$ cat src/rtl/mem_access_ctrl_pkg.sv
// Shared definitions for the memory access controller: FSM encoding, width defaults
// and the wait-counter load helper.
package mem_access_ctrl_pkg;

   localparam int DEF_ADDR_W   = 9;
   localparam int DEF_DATA_W   = 32;
   localparam int DEF_READ_LAT = 1;
   localparam int CNT_W        = 3;

   typedef enum logic [2:0] {
      ST_IDLE = 3'd0,
      ST_WR   = 3'd1,
      ST_RD   = 3'd2,
      ST_WAIT = 3'd3,
      ST_RESP = 3'd4
   } state_t;

   // The RD cycle already covers one cycle of RAM latency, so WAIT counts the rest.
   function automatic logic [CNT_W-1:0] wait_load(input int read_lat);
      return CNT_W'(read_lat - 1);
   endfunction

endpackage

$ cat src/rtl/mem_access_ctrl.sv
// CPU-side initiator for the synchronous single-port RAM: one load/store at a time,
// strobes and address are registered, read data is returned with a one-cycle done pulse.
module mem_access_ctrl
   import mem_access_ctrl_pkg::*;
#(
   parameter int ADDR_W   = DEF_ADDR_W,
   parameter int DATA_W   = DEF_DATA_W,
   parameter int READ_LAT = DEF_READ_LAT
) (
   input  logic              clock,
   input  logic              clear,
   input  logic              req_valid,
   input  logic              req_we,
   input  logic [ADDR_W-1:0] req_addr,
   input  logic [DATA_W-1:0] req_wdata,
   output logic              req_ready,
   output logic              done,
   output logic [DATA_W-1:0] rdata,
   output logic              ram_read,
   output logic              ram_write,
   output logic [ADDR_W-1:0] ram_addr,
   output logic [DATA_W-1:0] ram_wdata,
   input  logic [DATA_W-1:0] ram_rdata
);

   localparam logic [CNT_W-1:0] LAT_LOAD = wait_load(READ_LAT);

   state_t           state;
   logic [CNT_W-1:0] wait_cnt;

   assign req_ready = (state == ST_IDLE);

   always_ff @(posedge clock) begin
      if (!clear) begin
         state     <= ST_IDLE;
         ram_read  <= 1'b0;
         ram_write <= 1'b0;
         done      <= 1'b0;
         ram_addr  <= '0;
         ram_wdata <= '0;
         rdata     <= '0;
         wait_cnt  <= '0;
      end else begin
         // Strobes and done are single-cycle pulses; only the arms below raise them.
         ram_read  <= 1'b0;
         ram_write <= 1'b0;
         done      <= 1'b0;
         case (state)
            ST_IDLE: begin
               if (req_valid) begin
                  ram_addr <= req_addr;
                  if (req_we) begin
                     ram_wdata <= req_wdata;
                     ram_write <= 1'b1;
                     state     <= ST_WR;
                  end else begin
                     ram_read <= 1'b1;
                     state    <= ST_RD;
                  end
               end
            end
            ST_WR: begin
               done  <= 1'b1;
               state <= ST_RESP;
            end
            ST_RD: begin
               wait_cnt <= LAT_LOAD;
               state    <= ST_WAIT;
            end
            ST_WAIT: begin
               if (wait_cnt == '0) begin
                  rdata <= ram_rdata;
                  done  <= 1'b1;
                  state <= ST_RESP;
               end else begin
                  wait_cnt <= wait_cnt - 1'b1;
               end
            end
            ST_RESP: state <= ST_IDLE;
            default: state <= ST_IDLE;
         endcase
      end
   end

endmodule

$ cat config.mk
export PLATFORM = sky130hd
export DESIGN_NAME = mem_access_ctrl
export DESIGN_NICKNAME = d
export VERILOG_FILES = /design/src/rtl/mem_access_ctrl_pkg.sv /design/src/rtl/mem_access_ctrl.sv
export SDC_FILE = /design/constraint.sdc
export NUM_CORES = 1
export LEC_CHECK = 0
export CORE_MARGIN = 4
export CORE_UTILIZATION = 41
export CTS_BUF_LIST = sky130_fd_sc_hd__clkbuf_2
export DETAILED_ROUTE_END_ITERATION = 12
export HOLD_SLACK_MARGIN = 0.1
export PLACE_DENSITY_LB_ADDON = 0.1
export SLEW_MARGIN = 10
export SYNTH_ARGS = -nofsm -noshare
export SYNTH_HDL_FRONTEND = slang
export SYNTH_SLANG_ARGS = --single-unit
export TNS_END_PERCENT = 100
$ cat constraint.sdc
create_clock -name clock -period 2.1 [get_ports clock]
set_input_delay 0.42 -clock clock [delete_from_list [all_inputs] [get_ports clock]]
set_output_delay 0.42 -clock clock [all_outputs]
set_load 0.02 [all_outputs]
Word level (Yosys, flattened, before mapping)
Cells that the tools add are included.
Word-level totals
  word-level logic and storage cells: 34
  memories kept: 0
  memory bits (writable): 0
  bits in latches: 0
  bits in read-only memories: 0
  bits in registers: 82
  output and inout port bits: 77
Operators by class
  mux-type cells: 10
  div/mod/pow operators: 0
  equal/unequal tests: 6
  shift-type cells: 0
  reductions and logical operators: 9
  bitwise operators: 0
  order comparisons: 0
  $add $sub $neg: 1
  multiply operators: 0
Operators with widths (number)
  case mux 3 bit (4 select lines): 1
  two-way mux 3 bit: 3
  AND reduction 2 bit: 4
  equality test 3 x 2 -> 1 bit (second input constant): 2
  logical NOT 3 bit: 2
  inequality test 2 bit (second input constant): 3
  case mux 3 bit (2 select lines): 1
  AND reduction 3 bit: 2
  equality test 3 x 1 -> 1 bit (second input constant): 1
  two-way mux 1 bit: 3
  subtractor 3 x 1 -> 3 bit (second input constant): 1
  two-way mux 2 bit: 1
  case mux 1 bit (2 select lines): 1
  nonzero test 2 bit: 1

Logic depth before layout (Yosys ltp)
Gate-level depths: netlist (run 1).
  depth in word-level cells: 3
  gate-level depth with buffers: 8
  gate-level depth less buffers: 6

Worst setup path after synthesis (run 1)
No wires, ideal clock.
  path type: register to register
  start: register wait_cnt[0]
  end: register rdata[10]
  path buffers: 1
  data required time: 2024 ps
  slack: 634 ps
  arrival time: 1391 ps
  setup time: 76 ps
  stages on the path, launching flop included: 8
  path through: dfxtp_1 -> inv_1 -> ha_1 -> ha_1 -> nand4b_1 -> clkbuf_1 -> nand2_1 -> a21boi_0
Between the ends
  cells in the longest elaborated chain, start to end: 2
RTL lines
  start: declaration: line mem_access_ctrl.sv:29  | logic [CNT_W-1:0] wait_cnt;
  start signal: assignment: line mem_access_ctrl.sv:76  | wait_cnt <= wait_cnt - 1'b1;
  logical NOT 3 bit: line mem_access_ctrl.sv:71  | if (wait_cnt == '0) begin
  AND reduction 2 bit (no source line)
  end signal: assignment: line mem_access_ctrl.sv:72  | rdata <= ram_rdata;
  end: declaration: line mem_access_ctrl.sv:18  | output logic [DATA_W-1:0] rdata,
Every way passes these cells.
A chain may end at the register's enable or synchronous reset.

Worst setup path in the final report (run 1)
  start: register state[2]
  end: output port req_ready
Between the ends
  cells in the longest elaborated chain, start to end: 1
RTL lines
  start: declaration: line mem_access_ctrl.sv:28  | state_t state;
  start signal: assignment: line mem_access_ctrl.sv:35  | state <= ST_IDLE;
  start signal: assignment: line mem_access_ctrl.sv:55  | state <= ST_WR;
  start signal: assignment: line mem_access_ctrl.sv:58  | state <= ST_RD;
  logical NOT 3 bit: line mem_access_ctrl.sv:31  | assign req_ready = (state == ST_IDLE);
  end: declaration: line mem_access_ctrl.sv:16  | output logic req_ready,
Every way passes these cells.

==> out/qor.csv, run 1 <==
metric,value,unit
hold_path.class,in -> reg,
synthMostInstantiatedCell,sky130_fd_sc_hd__nand2_1,
synth_warnings,0,
worst_hold_path.endpoint,rdata[9]$_SDFFE_PN0P_,
netlist_instances,363,
dr_wl_cell,12.9,µm
cp_top_family,flip-flops,
run_status,completed,
worst_r2r_startpoint,wait_cnt[0]$_SDFFE_PN0P_,
dr_vias,2850,
startpoint_type,flop,
clk_transition_reported_paths,0.23,ns
avgViaCountPerCell,4.63,
design.portCount,154,
drv_slew,0,
ys_async_rst_share,0,
critPathMaxStageDelay,0.47,ns
yosys.area_share.xor_xnor,0,
initial_core_util,0.420,
flop_and_latch_count_out_of_synthesis,82,
routabilityCongestion,0.763,
finalCoreUtilization,0.649,
synth_fp_nets,442,
synth_area,3230,µm²
cts_sinks,82,
power_leakage,1.99,nW
irDropWorstVdd,0.000371,V
cts_hold_bufs,0,
worstHoldPathCells,2,
crit_required,1.68,ns
root_buffer,sky130_fd_sc_hd__clkbuf_2,
firstDrtPassIters,4,
max_freq,505,MHz
layout_worst_path_cycle_share,0.942,
worstPathMaxFanout,11,
grt_max_degree,33,
antenna_violating_nets_post_route,0,
chip_height,96.7,µm
cts_max_level,3,
regToRegEndpoint,rdata[24]$_SDFFE_PN0P_,
layout-area-overhead-vs-synth,54.7,%
finalCriticalPeriod,1.98,ns
synth_common_cells,"sky130_fd_sc_hd__nand2_1, sky130_fd_sc_hd__dfxtp_1, sky130_fd_sc_hd__a21boi_0",
timing.hold.ws,0.417,ns
synth_area_leaders,"sky130_fd_sc_hd__dfxtp_1, sky130_fd_sc_hd__nand2_1, sky130_fd_sc_hd__mux2i_1, sky130_fd_sc_hd__a21boi_0, sky130_fd_sc_hd__buf_6",
maxCapViolations,0,
compound_gate_portion_of_the_synthesized_area,0.113,
synth_ff_type,sky130_fd_sc_hd__dfxtp_1,
r2r_setup_slack,0.45,ns
postCtsSetupRepairBufs,0,
synth_edf_count,0,
cts_max_path_buffers,2,
dp_worst_setup_slack,0.326,ns
tightestPinTransition,0.570,ns
final-hold-violation-count,0,
worst_hold_startpoint,clear,
finish.net_count,588,
critical_path_class,reg -> out,
port_buffers,153,
path_cells,nor3_1 > dlygate4sd2_1,
floorplan.core_area,7690,µm²
hpwlAfterDp,5.78,mm
grt_remaining_overflow,0,
grtUsageTotal,0.168,
layout-drive-gt1-share,0.0584,
floorplan.die_area,9350,µm²
post_cts_resized,1,
seq_area_frac_synth,0.509,
ys_types,24,
final_cell_area_excluding_filler_cells,4990,µm²
num_rows,32,
number_of_buffers_created_by_cts,9,
synth_mux_area_frac,0.0993,
totalNegativeSetupSlack,0,ns
post_synthesis_cell_type_with_the_largest_combined_area,sky130_fd_sc_hd__dfxtp_1,
timing.critical_path.buf_inv,1,
cpMaxStageDelayCell,sky130_fd_sc_hd__dfxtp_1,
synth-simple-area-share,0.221,
number_of_antenna_cells_inserted,0,
drt_first_iter_violations,98,
cts_tree,done,
fillers,689,
r2r.worst_path.cells,7,
vias_in_the_first_global_route,2672,
power_per_cell_area,647,nW/µm²
number_of_antenna_violations_at_the_first_check_in_global_routing,0,
fp.dieW,96.7,µm
remaining_drc_errors,0,
post-route-worst-setup-slack,0.122,ns
top_area_cell_type_share_of_the_netlist_area,0.509,
postPlaceCellArea,4850,µm²
largest_family_of_logic_cells_by_synthesized_area,simple AND/OR/NAND/NOR gates,
fin_worst_skew,0.0262,ns
critPathCaptureType,output port,
worstPathArrival,1.56,ns
worst_skew_pair.late_latency,0.51,ns
slew-limit-headroom,0.620,
finalSetupViolCount,0,
grt_first_pass_wirelength,13.0,mm
grt_setup_unrepaired,no,
synth-adder-area-share,0.00776,
syn-mean-instance-area,8.89,µm²
wirelength,7.94,mm
-- logic make-up (layout without fill, tap and decap cells) --
| family | after synthesis | count (layout) |
|---|---|---|
| buf+inv | 30 | 181 |
| compound gates | 50 | 50 |
| fa+ha+maj | 2 | 2 |
| simple gates | 167 | 167 |
| flops | 82 | 82 |
| mux | 32 | 32 |
-- area by class of cell --
type	instances	area, µm²	share of cell area
repair buffers	162	1640	0.329
well taps	102	128	0.0256
inverters	3	11.3	0.00226
clock buffers	10	50.0	0.0100
clock inverters	6	91.3	0.0183
flip-flops and latches	82	1640	0.329
multi-input cells	251	1430	0.286
-- state kept, by name, summed over array words and instances (netlist names) --
name / cells
rdata: 32
done: 1
ram_write: 1
state: 3
ram_wdata: 32
ram_read: 1
wait_cnt: 3
ram_addr: 9
-- metrics by stage --
step / power [W] / instances
after global placement: 0.00231 / 600
after global routing: 0.00339 / 616
after floorplan: 0.00199 / 363
after detailed placement: 0.00232 / 600
final: 0.00323 / 616
after CTS: 0.00328 / 616
-- worst max-delay path by stage --
stage | endpoint | slack, ns | start | cells past startpoint
after floorplan | rdata[10]$_SDFFE_PN0P_ | 0.63 | wait_cnt[0]$_SDFFE_PN0P_ | 7
after global placement | ram_addr[8]$_SDFFE_PN0P_ | 0.34 | req_valid | 4
after detailed placement | ram_addr[6]$_SDFFE_PN0P_ | 0.33 | req_valid | 4
after CTS | req_ready | 0.09 | state[2]$_SDFFE_PN0P_ | 2
after global routing | req_ready | 0.003 | state[2]$_SDFFE_PN0P_ | 2
final | req_ready | 0.12 | state[2]$_SDFFE_PN0P_ | 2
-- layer usage --
layer / global-route usage / up-vias / wire length (µm)
li1: - / 1468 / -
met2: 0.269 / 101 / 3740
met4: 0.0486 / 0 / 60
met5: 0 / - / 0
met3: 0.0836 / 6 / 762
met1: 0.199 / 1275 / 3380
-- power breakdown --
| part | internal [W] | leakage (nW) | switching, W |
|---|---|---|---|
| Sequential | 0.00163 | 0.666 | 0.0000414 |
| Clock | 0.000404 | 0.0861 | 0.000541 |
| Combinational | 0.000340 | 1.24 | 0.000271 |
-- cell usage in the layout (no fill, tap or decap), types with 2 or more instances in the layout --
cell type,netlist,routed
sky130_fd_sc_hd__clkdlybuf4s50_1,0,151
sky130_fd_sc_hd__nand2_1,147,147
sky130_fd_sc_hd__dfxtp_1,82,82
sky130_fd_sc_hd__a21boi_0,36,36
sky130_fd_sc_hd__mux2i_1,32,32
sky130_fd_sc_hd__clkbuf_2,0,10
sky130_fd_sc_hd__a21boi_1,5,5
sky130_fd_sc_hd__o21a_1,5,5
sky130_fd_sc_hd__buf_4,0,5
sky130_fd_sc_hd__nor2_1,4,4
sky130_fd_sc_hd__a21oi_1,4,4
sky130_fd_sc_hd__buf_12,0,4
sky130_fd_sc_hd__inv_1,3,3
sky130_fd_sc_hd__and4b_1,3,3
sky130_fd_sc_hd__clkinv_4,0,3
sky130_fd_sc_hd__nor3_1,2,2
sky130_fd_sc_hd__nand2b_1,2,2
sky130_fd_sc_hd__nor2b_1,2,2
sky130_fd_sc_hd__ha_1,2,2
sky130_fd_sc_hd__bufinv_16,0,2
No activity file was read; power rests on OpenSTA's default activity.
==> run 2, diff against run 1 <==
--- a/config.mk
+++ b/config.mk
@@ -11,7 +11,7 @@
 export DETAILED_ROUTE_END_ITERATION = 12
 export HOLD_SLACK_MARGIN = 0.1
 export PLACE_DENSITY_LB_ADDON = 0.1
-export SLEW_MARGIN = 10
+export SLEW_MARGIN = 20
 export SYNTH_ARGS = -nofsm -noshare
 export SYNTH_HDL_FRONTEND = slang
 export SYNTH_SLANG_ARGS = --single-unit
==> results of run 2 <==
Final layout, timing and power as in run 1 (identical DEF).
==> run 3, diff against run 2 <==
--- a/config.mk
+++ b/config.mk
@@ -5,13 +5,15 @@
 export SDC_FILE = /design/constraint.sdc
 export NUM_CORES = 1
 export LEC_CHECK = 0
+export CELL_PAD_IN_SITES_DETAIL_PLACEMENT = 1
+export CELL_PAD_IN_SITES_GLOBAL_PLACEMENT = 1
 export CORE_MARGIN = 4
-export CORE_UTILIZATION = 41
+export CORE_UTILIZATION = 30
 export CTS_BUF_LIST = sky130_fd_sc_hd__clkbuf_2
 export DETAILED_ROUTE_END_ITERATION = 12
 export HOLD_SLACK_MARGIN = 0.1
 export PLACE_DENSITY_LB_ADDON = 0.1
-export SLEW_MARGIN = 20
+export SLEW_MARGIN = 15
 export SYNTH_ARGS = -nofsm -noshare
 export SYNTH_HDL_FRONTEND = slang
 export SYNTH_SLANG_ARGS = --single-unit
==> out/qor.csv, run 3 (synthesis results as in run 1) <==
metric,value,unit,change
clk_transition_reported_paths,0.23,ns,about the same
grt_first_pass_wirelength,15.2,mm,+17%
fin_worst_skew,0.0247,ns,-0.00141 ns
fp.dieW,112,µm,+16%
hpwlAfterDp,6.73,mm,+16%
fillers,1217,,+77%
dp_cells,633,,+5.5%
design.portCount,154,,unchanged
postCtsSetupRepairBufs,0,,unchanged
critPathCaptureType,output port,,
layout_worst_path_cycle_share,0.923,,-0.0192
number_of_buffers_created_by_cts,9,,unchanged
finish.net_count,587,,-0.17%
initial_core_util,0.310,,-0.110
remaining_drc_errors,0,,unchanged
chip_height,112,µm,+16%
power_per_cell_area,622,nW/µm²,-3.8%
startpoint_type,flop,,
layout-drive-gt1-share,0.0585,,+0.000114
totalNegativeSetupSlack,0,ns,unchanged
number_of_antenna_cells_inserted,0,,unchanged
final_cell_area_excluding_filler_cells,4970,µm²,-0.33%
dr_vias,2916,,+2.3%
floorplan.core_area,10400,µm²,+35%
drt_first_iter_violations,93,,-5.1%
cts_hold_bufs,0,,unchanged
grt_remaining_overflow,0,,unchanged
tightestPinTransition,0.398,ns,-0.172 ns
worst_skew_pair.late_latency,0.49,ns,-0.02 ns
final-hold-violation-count,0,,unchanged
worstPathMaxFanout,11,,unchanged
layout.cells.most_common,sky130_fd_sc_hd__clkdlybuf4s50_1,,
fin_total_pwr,0.00310,W,-4.1%
maxCapViolations,0,,unchanged
grtUsageTotal,0.148,,-0.0197
antenna_violating_nets_post_route,0,,unchanged
firstDrtPassIters,3,,-1
hold_path.class,in -> reg,,
port_buffers,153,,unchanged
cts_max_path_buffers,2,,unchanged
number_of_antenna_violations_at_the_first_check_in_global_routing,0,,unchanged
crit_required,1.68,ns,about the same
post_cts_resized,4,,+3
final-instance-count-excl-fill,649,,+5.4%
avgViaCountPerCell,4.49,,-2.9%
drv_slew,0,,unchanged
dr_wl_cell,14.1,µm,+9.0%
timing.hold.ws,0.341,ns,-0.0758 ns
root_buffer,sky130_fd_sc_hd__clkbuf_2,,
cts_sinks,82,,unchanged
power_leakage,1.96,nW,-1.5%
biggestRegsByFlops,"ram_wdata x32, rdata x32, ram_addr x9",,
finalSetupViolCount,0,,unchanged
r2r_setup_slack,0.43,ns,-0.02 ns
irDropWorstVdd,0.000311,V,-16%
vias_in_the_first_global_route,3014,,+13%
cts_max_level,3,,unchanged
num_rows,37,,+16%
wirelength,9.12,mm,+15%
worstPathArrival,1.52,ns,-0.04 ns
slew-limit-headroom,0.734,,+0.114
postPlaceCellArea,4860,µm²,+0.26%
final_cell_mix,"sky130_fd_sc_hd__clkdlybuf4s50_1, sky130_fd_sc_hd__nand2_1, sky130_fd_sc_hd__dfxtp_1",,
finalCriticalPeriod,1.94,ns,-0.0403 ns
grt_max_degree,45,,+36%
max_freq,516,MHz,+2.1%
layout-area-overhead-vs-synth,54.2,%,
routabilityCongestion,0.688,,-9.8%
critical_path_class,reg -> out,,
grt_setup_unrepaired,no,,
cts_tree,done,,
floorplan.die_area,12500,µm²,+33%
run_status,completed,,
run 3: cell types whose count changed in the layout (fill, tap and decap cells not counted), moves of 2 or more:
cell,delta
sky130_fd_sc_hd__buf_4,+2
sky130_fd_sc_hd__buf_12,-2
sky130_fd_sc_hd__clkinvlp_4,+2
sky130_fd_sc_hd__clkinv_4,-3
run 3: final cells by class:
class	count	area, µm²	share of cell area
timing repair buffer	161	1620	0.325
clock buffer	11	55.1	0.0111
sequential	82	1640	0.330
clock inverter	5	55.1	0.0111
tap	136	170	0.0342
multi-input combinational	251	1430	0.287
inverter	3	11.3	0.00226
run 3: stage by stage:
step           setup WS [ns]  utilization
3_3_place_gp           0.351        0.467
3_5_place_dp           0.307        0.467
6_report               0.162        0.477
2_1_floorplan          0.634            -
5_1_grt              0.00266        0.477
4_1_cts               0.0492        0.477
run 3: path summary, 6_finish.rpt:
kind / endpoint / depth (start not counted) / from
setup / recovery: req_ready / 2 / state[2]$_SDFFE_PN0P_
hold / removal: rdata[31]$_SDFFE_PN0P_ / 2 / clear
setup reg to reg: rdata[19]$_SDFFE_PN0P_ / 7 / wait_cnt[0]$_SDFFE_PN0P_
hold reg to reg: rdata[29]$_SDFFE_PN0P_ / 2 / rdata[29]$_SDFFE_PN0P_
run 3: layer usage:
layer  up-vias  share of wire  GRT usage
li1       1462              -          -
met1      1343           0.44      0.185
met2       100           0.46      0.241
met3        11          0.077     0.0505
met4         0          0.014     0.0487
met5         -              0          0
run 3: worst max-delay path: stages (launching register included):
cell,delay [ns]
sky130_fd_sc_hd__dfxtp_1,0.48
sky130_fd_sc_hd__nor3_1,0.25
sky130_fd_sc_hd__clkdlybuf4s15_2,0.31
run 3: report_power, final:
group,switching [W],internal [W],leakage [nW]
clock,0.000531,0.000280,0.0679
sequential,0.0000433,0.00163,0.666
combinational,0.000274,0.000336,1.23
